**src/rtl/layer_linebuf_sequencer_pkg.sv**
```systemverilog
// Shared definitions for the layer line-buffer sequencer: FSM state
// encodings and default widths for the pixel index and line counter.
package layer_linebuf_sequencer_pkg;

    localparam int LBSEQ_IDX_W  = 10;
    localparam int LBSEQ_LINE_W = 9;

    typedef enum logic [1:0] {
        LBSEQ_IDLE      = 2'b00,
        LBSEQ_RENDER    = 2'b01,
        LBSEQ_WAIT_SWAP = 2'b10
    } lbseq_state_e;

endpackage

```
**src/rtl/layer_linebuf_sequencer_linebuf_rd_counter.sv**
```systemverilog
// Composer-side read sequencer. It latches the line width when a read starts,
// steps the read index from 0 to width-1 and then parks it at 0. The valid
// flag lags the index by one cycle to line up with the line-buffer RAM
// read latency.
module linebuf_rd_counter
    import layer_linebuf_sequencer_pkg::*;
#(
    parameter int IDX_W = LBSEQ_IDX_W
) (
    input  logic             clk,
    input  logic             rst,
    input  logic             start,
    input  logic [IDX_W-1:0] width,
    output logic [IDX_W-1:0] rd_idx,
    output logic             rd_valid
);

    logic [IDX_W-1:0] width_r;
    logic [IDX_W-1:0] idx_r;
    logic             reading_r;
    logic             valid_r;
    logic             last_s;

    // The final pixel of the line is the one at index width-1.
    assign last_s = (idx_r == (width_r - IDX_W'(1)));

    // Width latch, index counter and read-active flag. A start in mid-read
    // restarts the index at 0.
    always_ff @(posedge clk) begin
        if (rst) begin
            width_r   <= '0;
            idx_r     <= '0;
            reading_r <= 1'b0;
        end else if (start) begin
            width_r   <= width;
            idx_r     <= '0;
            reading_r <= 1'b1;
        end else if (reading_r) begin
            if (last_s) begin
                idx_r     <= '0;
                reading_r <= 1'b0;
            end else begin
                idx_r     <= idx_r + IDX_W'(1);
            end
        end
    end

    // Read data becomes valid one cycle after its index is presented.
    always_ff @(posedge clk) begin
        if (rst) begin
            valid_r <= 1'b0;
        end else begin
            valid_r <= reading_r;
        end
    end

    assign rd_idx   = idx_r;
    assign rd_valid = valid_r;

endmodule

```
**src/rtl/layer_linebuf_sequencer.sv**
```systemverilog
// Line-buffer sequencer for one display layer. It owns the double-buffer
// select, kicks the renderer for each new line, flags a missed render
// deadline as an underrun, and drives the composer read index stream for
// the line currently on display.
module layer_linebuf_sequencer
    import layer_linebuf_sequencer_pkg::*;
#(
    parameter int IDX_W  = LBSEQ_IDX_W,
    parameter int LINE_W = LBSEQ_LINE_W
) (
    input  logic              rst,
    input  logic              clk,
    input  logic              frame_start,
    input  logic              line_start,
    input  logic [IDX_W-1:0]  line_width,
    output logic              render_start,
    output logic [LINE_W-1:0] render_line,
    input  logic              render_done,
    output logic              active_render_buffer,
    output logic [IDX_W-1:0]  composer_rd_idx,
    output logic              composer_rd_valid,
    output logic              underrun,
    output logic              busy
);

    lbseq_state_e      state_r;
    lbseq_state_e      state_next_s;
    logic              render_start_r;
    logic              render_start_s;
    logic [LINE_W-1:0] render_line_r;
    logic [LINE_W-1:0] render_line_next_s;
    logic              active_buf_r;
    logic              swap_s;
    logic              underrun_r;
    logic              underrun_s;
    logic              busy_r;
    logic              rd_start_s;

    // Composer reads follow every line_start once the first frame has begun;
    // a frame_start in the same cycle counts as having begun.
    assign rd_start_s = line_start & ((state_r != LBSEQ_IDLE) | frame_start);

    // Next-state and per-cycle control decode. frame_start has priority over
    // everything; a line_start while still rendering forces the swap and
    // reports underrun unless render_done lands in that same cycle.
    always_comb begin
        state_next_s       = state_r;
        render_start_s     = 1'b0;
        render_line_next_s = render_line_r;
        swap_s             = 1'b0;
        underrun_s         = 1'b0;
        case (state_r)
            LBSEQ_IDLE: begin
                if (frame_start) begin
                    state_next_s       = LBSEQ_RENDER;
                    render_start_s     = 1'b1;
                    render_line_next_s = '0;
                end else begin
                    state_next_s       = LBSEQ_IDLE;
                end
            end
            LBSEQ_RENDER: begin
                if (frame_start) begin
                    state_next_s       = LBSEQ_RENDER;
                    render_start_s     = 1'b1;
                    render_line_next_s = '0;
                end else if (line_start) begin
                    state_next_s       = LBSEQ_RENDER;
                    render_start_s     = 1'b1;
                    render_line_next_s = render_line_r + LINE_W'(1);
                    swap_s             = 1'b1;
                    underrun_s         = ~render_done;
                end else if (render_done) begin
                    state_next_s       = LBSEQ_WAIT_SWAP;
                end else begin
                    state_next_s       = LBSEQ_RENDER;
                end
            end
            LBSEQ_WAIT_SWAP: begin
                if (frame_start) begin
                    state_next_s       = LBSEQ_RENDER;
                    render_start_s     = 1'b1;
                    render_line_next_s = '0;
                end else if (line_start) begin
                    state_next_s       = LBSEQ_RENDER;
                    render_start_s     = 1'b1;
                    render_line_next_s = render_line_r + LINE_W'(1);
                    swap_s             = 1'b1;
                end else begin
                    state_next_s       = LBSEQ_WAIT_SWAP;
                end
            end
            default: begin
                state_next_s = LBSEQ_IDLE;
            end
        endcase
    end

    // State register and registered outputs; busy is registered from the
    // next state so it tracks the RENDER state exactly.
    always_ff @(posedge clk) begin
        if (rst) begin
            state_r        <= LBSEQ_IDLE;
            render_start_r <= 1'b0;
            render_line_r  <= '0;
            active_buf_r   <= 1'b0;
            underrun_r     <= 1'b0;
            busy_r         <= 1'b0;
        end else begin
            state_r        <= state_next_s;
            render_start_r <= render_start_s;
            render_line_r  <= render_line_next_s;
            active_buf_r   <= active_buf_r ^ swap_s;
            underrun_r     <= underrun_s;
            busy_r         <= (state_next_s == LBSEQ_RENDER);
        end
    end

    linebuf_rd_counter #(
        .IDX_W (IDX_W)
    ) u_rd_counter (
        .clk      (clk),
        .rst      (rst),
        .start    (rd_start_s),
        .width    (line_width),
        .rd_idx   (composer_rd_idx),
        .rd_valid (composer_rd_valid)
    );

    assign render_start         = render_start_r;
    assign render_line          = render_line_r;
    assign active_render_buffer = active_buf_r;
    assign underrun             = underrun_r;
    assign busy                 = busy_r;

endmodule

```
**config.mk**
```make
export PLATFORM = sky130hd
export DESIGN_NAME = layer_linebuf_sequencer
export DESIGN_NICKNAME = d
export VERILOG_FILES = /design/src/rtl/layer_linebuf_sequencer_pkg.sv /design/src/rtl/layer_linebuf_sequencer_linebuf_rd_counter.sv /design/src/rtl/layer_linebuf_sequencer.sv
export SDC_FILE = /design/constraint.sdc
export NUM_CORES = 1
export LEC_CHECK = 0
export ABC_AREA = 1
export CORE_MARGIN = 5
export CORE_UTILIZATION = 55
export DETAILED_ROUTE_END_ITERATION = 10
export PLACE_DENSITY = 0.84
export SLEW_MARGIN = 5
export SYNTH_ARGS = -nofsm -noshare
export SYNTH_HDL_FRONTEND = slang
export SYNTH_SLANG_ARGS = --single-unit
export TNS_END_PERCENT = 10
```
**constraint.sdc**
```tcl
create_clock -name clk -period 4 [get_ports clk]
set_input_delay 1.2 -clock clk [delete_from_list [all_inputs] [get_ports clk]]
set_output_delay 1.2 -clock clk [all_outputs]
set_load 0.05 [all_outputs]
```
==> results of run 1 <==
-- layout by cell type (no fill, tap or decap), types with 2 or more instances in the layout --
master,instances
a211oi_1,3
a21oi_1,16
clkbuf_4,5
clkdlybuf4s50_1,38
dfxtp_1,37
ha_1,7
inv_1,34
inv_2,2
nand2_1,54
nand2_4,2
nand3_1,18
nand3_2,2
nand4_1,3
nor2_1,46
nor2_2,2
o21ai_0,16
xnor2_1,4
xor2_1,12
-- per-stage QoR --
step	setup slack [ns]	cell area, µm²	hold slack, ns	util	power (mW)
final	1.09	2490	0.482	0.735	0.838
after global routing	1.02	2490	0.519	0.735	0.885
after CTS	1.08	2490	0.488	0.735	0.844
after detailed placement	1.08	2400	0.466	0.709	0.569
after global placement	1.18	2400	0.457	0.709	0.565
after floorplan	1.89	1970	0.466	-	0.521
-- per-layer routing --
layer / GRT usage / routed length [µm] / vias up
met5: 0 / 0 / -
met4: 0.0660 / 31 / 0
met3: 0.0507 / 226 / 4
met2: 0.326 / 2190 / 46
met1: 0.227 / 1940 / 825
li1: - / - / 967
-- worst paths after layout --
kind | to | slack [ns]
setup / recovery | composer_rd_idx[3] | 1.09
setup reg to reg | u_rd_counter.rd_idx[6]$_SDFFE_PP0P_ | 2.09
hold / removal | render_line[8]$_SDFFE_PP0P_ | 0.48
hold reg to reg | render_line[8]$_SDFFE_PP0P_ | 0.48
-- power by group --
part           switching, mW  leakage [nW]  total [mW]  internal, mW
registers             0.0144         0.302       0.398         0.384
clock network          0.127        0.0445       0.275         0.149
logic                  0.102         0.668       0.164        0.0621
total                  0.243          1.01       0.838         0.595
-- area by class of cell --
class	count	area (µm²)
Inverter	37	141
Tap cell	46	57.6
Fill cell	277	898
Clock buffer	6	51.3
Multi-Input combinational cell	197	1070
Timing Repair Buffer	39	388
Sequential cell	37	741
Clock inverter	2	37.5
-- cell usage after synthesis (all sizes together) --
| master | number | area (µm²) |
|---|---|---|
| a211oi | 3 | 22.5 |
| a21oi | 17 | 96.4 |
| a221oi | 1 | 15.0 |
| buf | 1 | 3.75 |
| clkbuf | 2 | 7.51 |
| dfxtp | 37 | 741 |
| ha | 7 | 87.6 |
| inv | 37 | 141 |
| nand2 | 57 | 231 |
| nand3 | 20 | 110 |
| nand4 | 3 | 18.8 |
| nor2 | 49 | 205 |
| nor3 | 1 | 5.00 |
| nor4 | 1 | 6.26 |
| o211a | 1 | 10.0 |
| o21ai | 18 | 101 |
| o21bai | 1 | 7.51 |
| o221a | 1 | 11.3 |
| or2 | 1 | 6.26 |
| xnor2 | 4 | 35.0 |
| xor2 | 12 | 105 |
-- registers in the layout, summed over array words and instances (netlist names), 2 cells and up --
signal,flops
u_rd_counter.width_r,10
u_rd_counter.rd_idx,10
state_r,2
render_line,9
-- logic make-up after synthesis --
group / count (synthesis)
simple gates: 132
fa+ha+maj: 7
flops: 37
compound gates: 42
xor+xnor: 16
buf+inv: 40
==> results by group, run 1 <==
Floorplanning
  – Die width: 69.8 µm
  – FP Rows: 21
  – Die area: 0.00487 mm²
  – Num ports: 39
  – Core Area: 0.00339 mm²
  – Die Y: 69.8 µm
  – Initial Util: 0.581

Place
  – Placed cell count: 356
  – Detailed placer's ending HPWL: between 3000 and 4000 µm
  – # port buffers: 38
  – GPL Wtd Cong: 0.825

Synthesis
  – Fraction of the mapped netlist area in compound gates: 0.134
  – Distinct cells, synth: 31
  – Combinational family with the most area after synthesis: simple AND/OR/NAND/NOR gates
  – Ys Warns: 0
  – Synth Cell Area: between 0.0015 and 0.002 mm²
  – Synthesis-stage register bit count: 37
  – Adder-cell share of the synthesized area: 0.0445
  – Synth Instances: 274
  – Syn Area/Cell: 7.18 µm²
  – Seq/Total Area, Yosys: 0.376
  – Syn Nets: 296
  – Synth Area in Simple Gates: 0.296
  – Post-synthesis xor/xnor area fraction: 0.0712
  – Post-synthesis mux area share: 0

Critical path
  – Stages on worst setup path: 1
  – Setup CP Type: flop to output port
  – CP max FO: 6
  – Crit start category: flop
  – Launch point of the worst path: u_rd_counter.rd_idx[3]$_SDFFE_PP0P_
  – Crit path largest cell delay: 0.86 ns
  – WP data arrival: 1.71 ns
  – Worst flop-to-flop path startpoint: u_rd_counter.width_r[0]$_SDFFE_PP0P_
  – Worst EP required: 2.80 ns
  – Worst setup EP type: output port
  – CP cell instances: clkdlybuf4s50_1
  – Largest delay share family, worst path: buffers and inverters
  – Critical Path Slowest Stage Cell: clkdlybuf4s50_1
  – R2R cell count: 12
  – Buffers & Inverters on Critical Path: 1

STA
  – Actual slew at the worst max-slew pin: 0.512 ns
  – Fmax: 0.344 GHz
  – Clk_skew: 0.0137 ns
  – Fin crit period: 2.91 ns
  – Fin. Hold Viols: 0
  – Setup TNS: 0 ns
  – Pins Over Slew Limit: 0
  – Period Utilization, post-route: 0.727
  – Rel. slew slack: 0.658
  – Final setup vio count: 0
  – RSZ-0062 raised after global routing: false

Detailed routing
  – DRT iter0 DRCs: 136
  – ANT nets after route: 0
  – DR vias: approximately 1800
  – 1st-pass router iterations: 4
  – Drc violations: 0
  – Routed Wire Length: 4390 µm
  – Wire per inst: between 10 and 15 µm
  – DR vias/cell: 5.06

GRT
  – Global Route Usage Sum: 0.190
  – Global-route wire length before repair: 7600 µm
  – Largest net degree at the start of global routing: 20
  – Grt total ovfl: 0
  – Vias in the first global route: between 1500 and 2000
  – Initial antenna violation count: 0

Run status
  – Status: completed

Clock network
  – Worst-Skew Late Latency: around 0.35 ns
  – CTS Buf Count: 5
  – PostCTS Resize Cnt: 0
  – Clock tree buffer depth: 2
  – Setup Buffers After CTS: 0
  – Root buf cell: clkbuf_4
  – CTS tree: done
  – Clock sink count: 37
  – H-tree level count: 2
  – Clk slew on worst S/H paths: 0.12 ns
  – Cts hold-fix bufs: 0

Min path
  – Hold Path Depth: 2
  – Hold crit path type: flop to flop
  – Hold Startpoint: render_line[8]$_SDFFE_PP0P_

Final layout
  – Layout Area Growth over Synthesis: 26.6%
  – Layout cell share with drive strength beyond 1: 0.0755
  – Final Non-Filler Cells: 364
  – Antenna cells: 0
  – Final #Nets: 339

Pwr
  – Power Density: approximately 340 mW/mm²
  – Worst IR Drop VDD: 0.240 mV
  – Static Leak: 1.01 nW

Flow run
  – Max-Cap Viols: 0
Note: power is estimated with default switching activity, not from simulation.
==> inputs of run 2 (changes only) <==
Settings changed: CORE_UTILIZATION 55 to 51, PLACE_DENSITY 0.84 to 0.79.
Clock period 4 ns to 2.9 ns, I/O delays scaled along.
==> run 2 against run 1 <==
First-iteration DRC count fell by 18%. Critical endpoint unchanged. Routed wire length is 0.18% lower. Clock power increased by 21%. Sequential cell count unchanged. Power grew 32%. Setup slack lost 0.70 ns. Final cell count rose by 0.27%. Highest routed layer unchanged. Final area shrank 0.20%.
==> results by group, run 2 (synthesis results as in run 1) <==
STA
  – Period Utilization, post-route: 0.866
  – Setup TNS: 0 ns
  – Fmax: about 0.40 GHz
  – RSZ-0062 raised after global routing: false
  – Rel. slew slack: 0.657
  – Final setup vio count: 0
  – Fin. Hold Viols: 0
  – Fin crit period: 2.51 ns
  – Pins Over Slew Limit: 0
  – Clk_skew: 0.00497 ns
  – Actual slew at the worst max-slew pin: 0.512 ns

Detailed routing
  – DRT iter0 DRCs: 111
  – DR vias/cell: between 5 and 6
  – Routed Wire Length: 4380 µm
  – 1st-pass router iterations: 4
  – Drc violations: 0
  – Wire per inst: 12.0 µm
  – ANT nets after route: 0
  – DR vias: 1857

Critical path
  – Critical Path Slowest Stage Cell: clkdlybuf4s50_1
  – CP cell instances: clkdlybuf4s50_1
  – Worst flop-to-flop path startpoint: u_rd_counter.width_r[0]$_SDFFE_PP0P_
  – Crit start category: flop
  – Reg2reg end: u_rd_counter.rd_idx[6]$_SDFFE_PP0P_
  – CP max FO: 6
  – Setup CP Type: flop to output port
  – Largest delay share family, worst path: buffers and inverters
  – Crit path largest cell delay: 0.86 ns
  – Buffers & Inverters on Critical Path: 1
  – Worst setup EP type: output port
  – WP data arrival: 1.64 ns
  – Worst R2R Setup Slack: 1.05 ns
  – Worst EP required: 2.03 ns
  – R2R cell count: 11

Floorplanning
  – Die area: 0.00520 mm²
  – Die width: 72.1 µm
  – Core Area: 0.00369 mm²
  – Die Y: approximately 72 µm
  – FP Rows: 22
  – Num ports: 39
  – Initial Util: 0.534

GRT
  – Largest net degree at the start of global routing: 19
  – Grt total ovfl: 0
  – Global Route Usage Sum: 0.179
  – Vias in the first global route: 1734
  – Initial antenna violation count: 0
  – Global-route wire length before repair: 7420 µm

Clock network
  – Cts hold-fix bufs: 0
  – Root buf cell: clkbuf_8
  – Clk slew on worst S/H paths: ~0.070 ns
  – H-tree level count: 2
  – Clock tree buffer depth: 2
  – Clock sink count: 37
  – CTS tree: done
  – Worst-Skew Late Latency: 0.29 ns
  – Setup Buffers After CTS: 0
  – CTS Buf Count: 5
  – PostCTS Resize Cnt: 0

Final layout
  – Antenna cells: 0
  – Final #Nets: 340
  – Layout cell share with drive strength beyond 1: 0.0726
  – Fillers: around 330
  – Register area: roughly 740 µm²
  – Final core occ: 0.674
  – Most frequent cells in the layout: 54 x nand2_1, 46 x nor2_1, 38 x clkdlybuf4s50_1, 37 x dfxtp_1, 34 x inv_1
  – Most common cell after layout, fill and taps aside: nand2_1
  – Layout Area Growth over Synthesis: 26.3%
  – Multi-input logic area: around 0.0011 mm²

Min path
  – Hold Path Depth: 2
  – Hold Startpoint: render_line[8]$_SDFFE_PP0P_
  – Hold crit path type: flop to flop
  – Hold Path Sink: render_line[8]$_SDFFE_PP0P_

Pwr
  – Internal power: 0.774 mW
  – Switching pwr: 0.333 mW
  – Switching Fraction: 0.301
  – Combinational share of power: 0.204
  – Reg power frac: 0.495
  – Clock Power Share: 0.300
  – Static Leak: between 1 and 1.5 nW
  – Worst IR Drop VDD: between 0.2 and 0.3 mV
  – Power Density: 446 mW/mm²

Place
  – GPL Wtd Cong: 0.833
  – Detailed placer's ending HPWL: 3430 µm
  – # port buffers: 38

Flow run
  – Max-Cap Viols: 0

Run status
  – Status: completed
run 2: worst max path at each step:
| stage | startpoint | end | cells past startpoint |
|---|---|---|---|
| after floorplan | u_rd_counter.rd_idx[1]$_SDFFE_PP0P_ | u_rd_counter.rd_idx[8]$_SDFFE_PP0P_ | 8 |
| after global placement | frame_start | render_line[8]$_SDFFE_PP0P_ | 10 |
| after detailed placement | frame_start | render_line[8]$_SDFFE_PP0P_ | 10 |
| after CTS | u_rd_counter.rd_idx[3]$_SDFFE_PP0P_ | composer_rd_idx[3] | 1 |
| after global routing | u_rd_counter.rd_idx[3]$_SDFFE_PP0P_ | composer_rd_idx[3] | 1 |
| final | u_rd_counter.rd_idx[3]$_SDFFE_PP0P_ | composer_rd_idx[3] | 1 |
run 2: through the flow:
step	cells	cell area, µm²	setup slack [ns]	power, mW	hold slack [ns]
4_1_cts	365	2490	0.382	1.12	0.484
6_report	365	2490	0.390	1.11	0.485
2_1_floorplan	274	1970	1.11	0.718	0.466
3_5_place_dp	359	2410	0.363	0.786	0.469
3_3_place_gp	359	2410	0.421	0.781	0.466
5_1_grt	365	2490	0.355	1.16	0.526
run 2: cell type report:
cell class / count / share of cell area
Clock inverter: 1 / 0.00201
Multi-Input combinational cell: 197 / 0.432
Inverter: 37 / 0.0569
Tap cell: 48 / 0.0242
Timing Repair Buffer: 40 / 0.159
Sequential cell: 37 / 0.298
Clock buffer: 5 / 0.0277
run 2: metal layers:
metal  track usage  wire [µm]
met5             0          0
met1         0.206       1970
met4        0.0731         44
met3        0.0596        248
met2         0.302       2120
run 2: power groups by stage:
stage	clock network (mW)	registers, mW	logic [mW]
final	0.333	0.549	0.226
after floorplan	0	0.581	0.137
after detailed placement	0	0.560	0.226
after global placement	0	0.560	0.221
after CTS	0.343	0.549	0.227
after global routing	0.357	0.551	0.255
==> inputs of run 3 (changes only) <==
Settings changed: PLACE_DENSITY 0.79 to 0.82.
==> run 3 against run 2 <==
Core utilization increased by 0.75 points. Clock-buffer cell count up 2. First-iteration DRC count shrank 11%. Critical path depth unchanged. Via count down 0.92%. Global-route usage up 0.22 points. Sequential power hardly changed. Die area unchanged. Sequential cell count unchanged. Combinational power barely moved.
==> results by group, run 3 (synthesis results as in run 1) <==
Final layout
  – Most frequent cells in the layout: 54 x nand2_1, 46 x nor2_1, 38 x clkdlybuf4s50_1, 37 x dfxtp_1, 34 x inv_1
  – Layout Area Growth over Synthesis: 27.7%
  – Multi-input logic area: around 0.0011 mm²
  – Final #Nets: 340
  – Layout cell share with drive strength beyond 1: 0.0784
  – Register area: 741 µm²
  – Antenna cells: 0
  – Most common cell after layout, fill and taps aside: nand2_1
  – Final Cell Area: 0.00251 mm²
  – Fillers: 339

Detailed routing
  – Wire per inst: roughly 12 µm
  – ANT nets after route: 0
  – 1st-pass router iterations: 4
  – DRT iter0 DRCs: 99
  – DR vias: 1840
  – DR vias/cell: 5.01
  – Routed Wire Length: ~4400 µm
  – Drc violations: 0

Critical path
  – Setup CP Type: flop to output port
  – Critical Path Slowest Stage Cell: clkdlybuf4s50_1
  – CP cell instances: clkdlybuf4s50_1
  – Crit start category: flop
  – Worst EP required: approximately 2.0 ns
  – Buffers & Inverters on Critical Path: 1
  – Reg2reg end: u_rd_counter.rd_idx[4]$_SDFFE_PP0P_
  – Worst R2R Setup Slack: 1.00 ns
  – R2R cell count: 11
  – Launch point of the worst path: u_rd_counter.rd_idx[3]$_SDFFE_PP0P_
  – CP max FO: 6
  – Largest delay share family, worst path: buffers and inverters
  – Worst setup EP type: output port
  – WP data arrival: 1.61 ns
  – Worst flop-to-flop path startpoint: u_rd_counter.width_r[0]$_SDFFE_PP0P_
  – Crit path largest cell delay: 0.86 ns

Pwr
  – Worst IR Drop VDD: 0.330 mV
  – Static Leak: 1.03 nW
  – Power Density: 465 mW/mm²

STA
  – Fmax: 0.403 GHz
  – Pins Over Slew Limit: 0
  – Fin crit period: 2.48 ns
  – Period Utilization, post-route: 0.856
  – RSZ-0062 raised after global routing: false
  – Actual slew at the worst max-slew pin: a little over 0.5 ns
  – Clk_skew: 0.00407 ns
  – Worst Hold Slack: 0.473 ns
  – Final setup vio count: 0
  – Fin. Hold Viols: 0
  – Setup TNS: 0 ns
  – Rel. slew slack: 0.660

Floorplanning
  – Die Y: 72.1 µm
  – Die width: 72.1 µm
  – Core Area: 0.00369 mm²
  – Die area: 0.00520 mm²
  – FP Rows: 22
  – Initial Util: 0.534
  – Num ports: 39

Clock network
  – Root buf cell: clkbuf_8
  – PostCTS Resize Cnt: 0
  – CTS tree: done
  – Worst-Skew Late Latency: 0.28 ns
  – Clock sink count: 37
  – Clock tree buffer depth: 2
  – Setup Buffers After CTS: 0
  – H-tree level count: 2
  – CTS Buf Count: 5
  – Cts hold-fix bufs: 0
  – Clk slew on worst S/H paths: 0.07 ns

Min path
  – Hold Startpoint: render_line[8]$_SDFFE_PP0P_
  – Hold Path Sink: render_line[8]$_SDFFE_PP0P_
  – Hold crit path type: flop to flop
  – Hold Path Depth: 2

GRT
  – Global Route Usage Sum: 0.181
  – Grt total ovfl: 0
  – Vias in the first global route: between 1500 and 2000
  – Initial antenna violation count: 0
  – Global-route wire length before repair: 7540 µm
  – Largest net degree at the start of global routing: 19

Run status
  – Status: completed

Place
  – DP Area: 0.00241 mm²
  – # port buffers: 38
  – GPL Wtd Cong: 0.889
  – Detailed placer's ending HPWL: between 3000 and 4000 µm

Flow run
  – Max-Cap Viols: 0
## run 3: worst max-delay path by stage
stage / end / slack [ns] / cells past startpoint
2_1_floorplan: u_rd_counter.rd_idx[8]$_SDFFE_PP0P_ / 1.11 / 8
6_report: composer_rd_idx[3] / 0.42 / 1
3_3_place_gp: render_line[8]$_SDFFE_PP0P_ / 0.42 / 10
5_1_grt: composer_rd_idx[3] / 0.36 / 1
4_1_cts: composer_rd_idx[3] / 0.40 / 1
3_5_place_dp: render_line[8]$_SDFFE_PP0P_ / 0.36 / 10
## run 3: routing by layer
metal | vias to the layer above | global-route usage | part of all wire
met4 | 0 | 0.0543 | 0.0091
met2 | 47 | 0.328 | 0.51
met1 | 828 | 0.207 | 0.44
met5 | - | 0 | 0
li1 | 959 | - | -
met3 | 6 | 0.0457 | 0.044
## run 3: cell type report
type	instances	share of cell area
flip-flops and latches	37	0.295
repair buffers	40	0.157
multi-input cells	197	0.428
well taps	48	0.0239
inverters	37	0.0562
clock buffers	7	0.0383
clock inverters	1	0.00199
## run 3: report_power, final
group,switching (mW),internal [mW],leakage [nW]
clock,0.180,0.215,0.0542
combinational,0.139,0.0869,0.673
sequential,0.0196,0.529,0.302
total,0.338,0.831,1.03
## run 3: stage by stage
stage          setup slack [ns]  power [mW]  instances  utilization
3_3_place_gp              0.415       0.780        359        0.654
5_1_grt                   0.356        1.24        367        0.681
4_1_cts                   0.402        1.18        367        0.681
2_1_floorplan              1.11       0.718        274            -
6_report                  0.416        1.17        367        0.681
3_5_place_dp              0.363       0.785        359        0.654
